===== config.mk =====
export PLATFORM = sky130hd
export DESIGN_NAME = sumador_secuencial
export DESIGN_NICKNAME = d
export VERILOG_FILES = /design/src/rtl/sumador_pkg.sv /design/src/rtl/sumador_digito.sv /design/src/rtl/sumador_secuencial.sv
export SDC_FILE = /design/constraint.sdc
export NUM_CORES = 1
export LEC_CHECK = 0
export ABC_CLOCK_PERIOD_IN_PS = 6700
export BUFFER_PORTS_ARGS = -buffer_cell sky130_fd_sc_hd__buf_4
export CELL_PAD_IN_SITES_DETAIL_PLACEMENT = 1
export CELL_PAD_IN_SITES_GLOBAL_PLACEMENT = 2
export CORE_MARGIN = 2
export CORE_UTILIZATION = 40
export CTS_CLUSTER_SIZE = 25
export DETAILED_ROUTE_END_ITERATION = 7
export GPL_ROUTABILITY_DRIVEN = 1
export PLACE_DENSITY = 0.83
export SLEW_MARGIN = 20
export SYNTH_ARGS = -nofsm -noshare
export SYNTH_HDL_FRONTEND = slang
export SYNTH_SLANG_ARGS = --single-unit

===== constraint.sdc =====
create_clock -name clk -period 6.7 [get_ports clk]
set_input_delay 0.67 -clock clk [delete_from_list [all_inputs] [get_ports clk]]
set_output_delay 0.67 -clock clk [all_outputs]
set_load 0.01 [all_outputs]

===== src/rtl/sumador_pkg.sv =====
// Shared types and sizing helpers for the sliced sequential adder/subtractor.
package sumador_pkg;

  typedef enum logic {
    REPOSO  = 1'b0,
    CALCULO = 1'b1
  } estado_e;

  // Number of slices needed to cover the operand; zero-width slices yield 0.
  function automatic int unsigned num_digitos(input int unsigned ancho,
                                              input int unsigned ancho_digito);
    return (ancho_digito == 0) ? 32'd0 : ancho / ancho_digito;
  endfunction

  // Slice counter width, never narrower than one bit.
  function automatic int unsigned ancho_contador(input int unsigned n);
    return (n <= 1) ? 32'd1 : 32'($clog2(n));
  endfunction

endpackage


===== src/rtl/sumador_digito.sv =====
// Combinational ANCHO-bit ripple adder made of single-bit full-adder cells.
module sumador_digito #(
  parameter int unsigned ANCHO = 4
) (
  input  logic [ANCHO-1:0] a,
  input  logic [ANCHO-1:0] b,
  input  logic             cin,
  output logic [ANCHO-1:0] s,
  output logic             cout
);

  logic acarreo;

  always_comb begin
    acarreo = cin;
    s       = '0;
    for (int i = 0; i < int'(ANCHO); i++) begin
      s[i]    = a[i] ^ b[i] ^ acarreo;
      acarreo = (a[i] & b[i]) | (acarreo & (a[i] ^ b[i]));
    end
    cout = acarreo;
  end

endmodule


===== src/rtl/sumador_secuencial.sv =====
// Multi-cycle adder/subtractor: one ANCHO_DIGITO slice per clock, LSB slice first,
// with a start/busy/done handshake and registered result and flags.
module sumador_secuencial
  import sumador_pkg::*;
#(
  parameter int unsigned ANCHO        = 16,
  parameter int unsigned ANCHO_DIGITO = 4
) (
  input  logic             clk,
  input  logic             rst_n,
  input  logic             inicio,
  input  logic             Resta,
  input  logic [ANCHO-1:0] X,
  input  logic [ANCHO-1:0] Y,
  input  logic             AcarreoEntrada,
  output logic             ocupado,
  output logic             listo,
  output logic [ANCHO-1:0] Salida,
  output logic             AcarreoSalida,
  output logic             Desbordamiento
);

  localparam int unsigned NUM_DIGITOS = num_digitos(ANCHO, ANCHO_DIGITO);
  localparam int unsigned ANCHO_CNT   = ancho_contador(NUM_DIGITOS);

  if ((ANCHO_DIGITO == 0) || (ANCHO_DIGITO > ANCHO) ||
      (ANCHO_DIGITO * NUM_DIGITOS != ANCHO)) begin : g_param_invalido
    $error("sumador_secuencial: ANCHO must be a positive multiple of ANCHO_DIGITO");
  end

  estado_e                 estado_q, estado_d;
  logic [ANCHO_CNT-1:0]    cnt_q, cnt_d;
  logic [ANCHO-1:0]        xs_q, xs_d;
  logic [ANCHO-1:0]        ys_q, ys_d;
  logic [ANCHO-1:0]        res_q, res_d;
  logic                    x_msb_q, x_msb_d;
  logic                    y_msb_q, y_msb_d;
  logic                    acarreo_q, acarreo_d;
  logic                    ocupado_q, ocupado_d;
  logic                    listo_q, listo_d;
  logic [ANCHO-1:0]        salida_q, salida_d;
  logic                    acs_q, acs_d;
  logic                    desb_q, desb_d;

  logic [ANCHO_DIGITO-1:0] suma_c;
  logic                    acarreo_c;
  logic [ANCHO-1:0]        res_nuevo_c;
  logic                    ultimo_c;

  // Operands are shifted right each cycle so the active slice is always at bit 0.
  sumador_digito #(
    .ANCHO (ANCHO_DIGITO)
  ) u_digito (
    .a    (xs_q[ANCHO_DIGITO-1:0]),
    .b    (ys_q[ANCHO_DIGITO-1:0]),
    .cin  (acarreo_q),
    .s    (suma_c),
    .cout (acarreo_c)
  );

  // New slice enters the shadow result from the top; after the last slice it is aligned.
  assign res_nuevo_c = ANCHO'({suma_c, res_q} >> ANCHO_DIGITO);
  assign ultimo_c    = (cnt_q == ANCHO_CNT'(NUM_DIGITOS - 1));

  always_ff @(posedge clk or negedge rst_n) begin
    if (!rst_n) estado_q <= REPOSO;
    else        estado_q <= estado_d;
  end

  always_comb begin
    estado_d = estado_q;
    unique case (estado_q)
      REPOSO:  if (inicio)   estado_d = CALCULO;
      CALCULO: if (ultimo_c) estado_d = REPOSO;
      default:               estado_d = REPOSO;
    endcase
  end

  always_comb begin
    cnt_d     = cnt_q;
    xs_d      = xs_q;
    ys_d      = ys_q;
    res_d     = res_q;
    x_msb_d   = x_msb_q;
    y_msb_d   = y_msb_q;
    acarreo_d = acarreo_q;
    ocupado_d = ocupado_q;
    listo_d   = 1'b0;
    salida_d  = salida_q;
    acs_d     = acs_q;
    desb_d    = desb_q;
    unique case (estado_q)
      REPOSO: begin
        if (inicio) begin
          xs_d      = X;
          ys_d      = Resta ? ~Y : Y;
          x_msb_d   = X[ANCHO-1];
          y_msb_d   = Y[ANCHO-1] ^ Resta;
          acarreo_d = AcarreoEntrada ^ Resta;
          cnt_d     = '0;
          ocupado_d = 1'b1;
        end
      end
      CALCULO: begin
        xs_d      = xs_q >> ANCHO_DIGITO;
        ys_d      = ys_q >> ANCHO_DIGITO;
        res_d     = res_nuevo_c;
        acarreo_d = acarreo_c;
        cnt_d     = cnt_q + ANCHO_CNT'(1);
        if (ultimo_c) begin
          salida_d  = res_nuevo_c;
          acs_d     = acarreo_c;
          desb_d    = (x_msb_q == y_msb_q) && (res_nuevo_c[ANCHO-1] != x_msb_q);
          listo_d   = 1'b1;
          ocupado_d = 1'b0;
        end
      end
      default: ;
    endcase
  end

  always_ff @(posedge clk or negedge rst_n) begin
    if (!rst_n) begin
      cnt_q     <= '0;
      xs_q      <= '0;
      ys_q      <= '0;
      res_q     <= '0;
      x_msb_q   <= 1'b0;
      y_msb_q   <= 1'b0;
      acarreo_q <= 1'b0;
      ocupado_q <= 1'b0;
      listo_q   <= 1'b0;
      salida_q  <= '0;
      acs_q     <= 1'b0;
      desb_q    <= 1'b0;
    end else begin
      cnt_q     <= cnt_d;
      xs_q      <= xs_d;
      ys_q      <= ys_d;
      res_q     <= res_d;
      x_msb_q   <= x_msb_d;
      y_msb_q   <= y_msb_d;
      acarreo_q <= acarreo_d;
      ocupado_q <= ocupado_d;
      listo_q   <= listo_d;
      salida_q  <= salida_d;
      acs_q     <= acs_d;
      desb_q    <= desb_d;
    end
  end

  assign ocupado        = ocupado_q;
  assign listo          = listo_q;
  assign Salida         = salida_q;
  assign AcarreoSalida  = acs_q;
  assign Desbordamiento = desb_q;

endmodule


==> flow_summary.toml <==
[detailed_routing]
dr.pass1.iters = 4
ant_nets = 0
drt_iter0_drc = 54
route.detailed.drc = 0
drt_wl_total_mm = 6.13
wire_per_inst_um = 14.7
vias = 1997
vias_per_cell = 4.78

[setup_path]
required_ns = 6.96
startpoint_type = "register"
end_kind = "register"
path_class = "reg -> reg"
crit_fanout = 4
r2r_slack_ns = 4.05
worstPathArrival_ns = 2.91

[timing]
tightest_slew_ns = 0.881
rsz0062_at_grt = "no"
final-hold-violation-count = 0
finalSetupViolations = 0
finalClockSkew_ns = 0.0162
relSlewSlack_pct = 41.3
final_max_slew_viol_count = 0
fin_tns_setup_ns = 0
fmax_mhz = 378
min_period_over_period_pct = 39.5
finalCriticalPeriod_ns = 2.65

[power_and_ir_drop]
p_int_uw = 1040
leakage_uw = 0.00188
switchingPower_uw = 535
p_total_uw = 1570
powerDensity_nw_per_um2 = 413
share_seq_of_total_power_pct = 44.6
irDropWorstVdd_mv = 0.122
clock_power_share_pct = 19.9
pwr-share-comb_pct = 35.4
swShare_pct = 34.0

[floorplan]
pin_count = 57
row_count = 32
fp.dieArea_sq_um = 8750
start_util_pct = 41.3
die_y_um = 93.6
coreArea_sq_um = 7770
fp.dieW_um = 93.6

[hold_path]
min_path_type = "in -> async"

[clocking]
clockBufferDepth = 2
cts_made_buffers = 9
cts_resized = 0
clk-insertion-delay-late_ns = 0.34
htreeDepth = 3
cts_tree = "done"
cts-root-buf = "clkbuf_8"
post_cts_buffers = 0
clock-sinks = 70
clk_pin_slew_worst_paths_ns = 0.08
hold_buffers = 0

[logic_synthesis]
syn_nets = 302
ys_ff_latch = 70
yosysWarningCount = 0
syn_area_sq_um = 3210
ys_top_cells_by_count = "dfrtp_1, mux2i_1, nand2_1, o21ai_0, mux2_2"
yosysTopAreaCell = "dfrtp_1"
syn_area_per_cell_sq_um = 12.3
synthArstFlopShare_pct = 100
ys_seq_area_share_pct = 54.6
synthCells = 260
synth_cell_type_count = 27
synth-edff-count = 0
synth-main-ff-cell = "dfrtp_1"
synth_top_cell_area_share_pct = 54.6
netlist_top_cells_area = "dfrtp_1, mux2i_1, mux2_2"
yosysMostFrequentCell = "dfrtp_1"

[place]
dpl.hpwl_mm = 4.07
numPortBuffers = 56
routabilityCongestion = 0.695

[grt]
overflow = 0
grtUsageTotal_pct = 15.4
grt_pass1_wl_mm = 10.4
grt_max_degree = 76
antenna_found_initial = 0
grt_pass1_vias = 2093

[finish]
diodes = 0
final_nets = 353
areaGrowthSynthToFinish_pct = 18.6
fillers = 846
drive_gt1_share_pct = 32.3

[run]
cap_viol_max_count = 0

[status]
status = "completed"
-- per-stage QoR --
stage / cell area (sq um) / util [%] / instances / worst slack, ns / hold slack (ns)
after floorplan: 3210 / - / 260 / 4.22 / 0.374
after global placement: 3620 / 46.7 / 402 / 4.13 / 0.467
after detailed placement: 3620 / 46.7 / 402 / 4.06 / 0.476
after CTS: 3810 / 49.0 / 418 / 4.05 / 0.482
after global routing: 3810 / 49.0 / 418 / 3.92 / 0.491
final: 3810 / 49.0 / 418 / 4.05 / 0.435
-- critical path: stages (launching register included) --
cell and delay (ns):
dfrtp_1 0.41, fa_1 0.42, inv_1 0.08, fa_1 0.17, inv_1 0.06, fa_1 0.37
inv_1 0.08, fa_1 0.45, or3_1 0.38, a31oi_1 0.16
-- kinds of logic (layout without fill, tap and decap cells) --
family / count (synthesis) / after routing / share of synthesized area (%)
fa+ha+maj: 5 / 5 / 2.89
flops: 70 / 70 / 54.6
compound gates: 38 / 38 / 7.06
buf+inv: 28 / 84 / 5.66
simple gates: 46 / 46 / 5.73
xor+xnor: 17 / 17 / 4.64
mux: 56 / 56 / 19.4
-- final timing paths --
check	start	endpoint	depth (start not counted)
max	acarreo_q	Desbordamiento	9
min	rst_n	Salida[5]	1
max reg2reg	acarreo_q	Desbordamiento	9
min reg2reg	ys_q[12]	ys_q[8]	2
max in group asynchronous	rst_n	estado_q	1
min in group clk	ys_q[12]	ys_q[8]	2
-- power by group through the flow --
stage | logic, uW | registers, uW | clock network (uW)
2_1_floorplan | 378 | 708 | 0
3_3_place_gp | 545 | 703 | 0
3_5_place_dp | 571 | 714 | 0
4_1_cts | 571 | 706 | 325
5_1_grt | 632 | 728 | 344
6_report | 557 | 702 | 313
-- flip-flops by register name (all words and copies together), names as in the netlist --
| signal | flops |
|---|---|
| xs_q | 16 |
| listo | 1 |
| acarreo_q | 1 |
| y_msb_q | 1 |
| Desbordamiento | 1 |
| cnt_q | 2 |
| res_q | 12 |
| AcarreoSalida | 1 |
| Salida | 16 |
| estado_q | 1 |
| ocupado | 1 |
| ys_q | 16 |
| x_msb_q | 1 |
-- cells in the final DEF (no fill, tap or decap) --
master,instances
mux2_2,14
a21oi_1,1
clkinv_2,2
dfrtp_2,1
o22ai_1,1
clkinv_4,1
a211oi_2,4
nand2_1,30
inv_6,2
nand3_1,1
xnor2_1,4
a22o_1,1
buf_4,57
xor2_1,13
nor2_1,11
clkinvlp_4,1
or3_1,1
inv_1,11
nand2b_1,2
o21ai_0,25
ha_1,1
mux2_4,9
o21ai_1,5
fa_1,4
a31oi_1,1
mux2i_1,33
dfrtp_1,69
clkbuf_8,10
nand2_2,1
-- layout make-up --
type / count / area (sq um) / area share (%)
clock buffers: 10 / 138 / 3.62
repair buffers: 57 / 428 / 11.2
well taps: 102 / 128 / 3.35
flip-flops and latches: 70 / 1750 / 46.1
inverters: 11 / 41.3 / 1.08
multi-input cells: 162 / 1270 / 33.5
clock inverters: 6 / 43.8 / 1.15
-- metal layers --
metal / part of all wire [%] / GRT usage (%) / wire length (um) / vias up
met5: 0 / 0 / 0 / -
met4: 1.4 / 6.16 / 85 / 0
met3: 5.3 / 4.03 / 325 / 10
met2: 46 / 23.8 / 2820 / 48
met1: 47 / 20.8 / 2900 / 968
li1: - / - / - / 971
(Power assumes the default switching activity.)
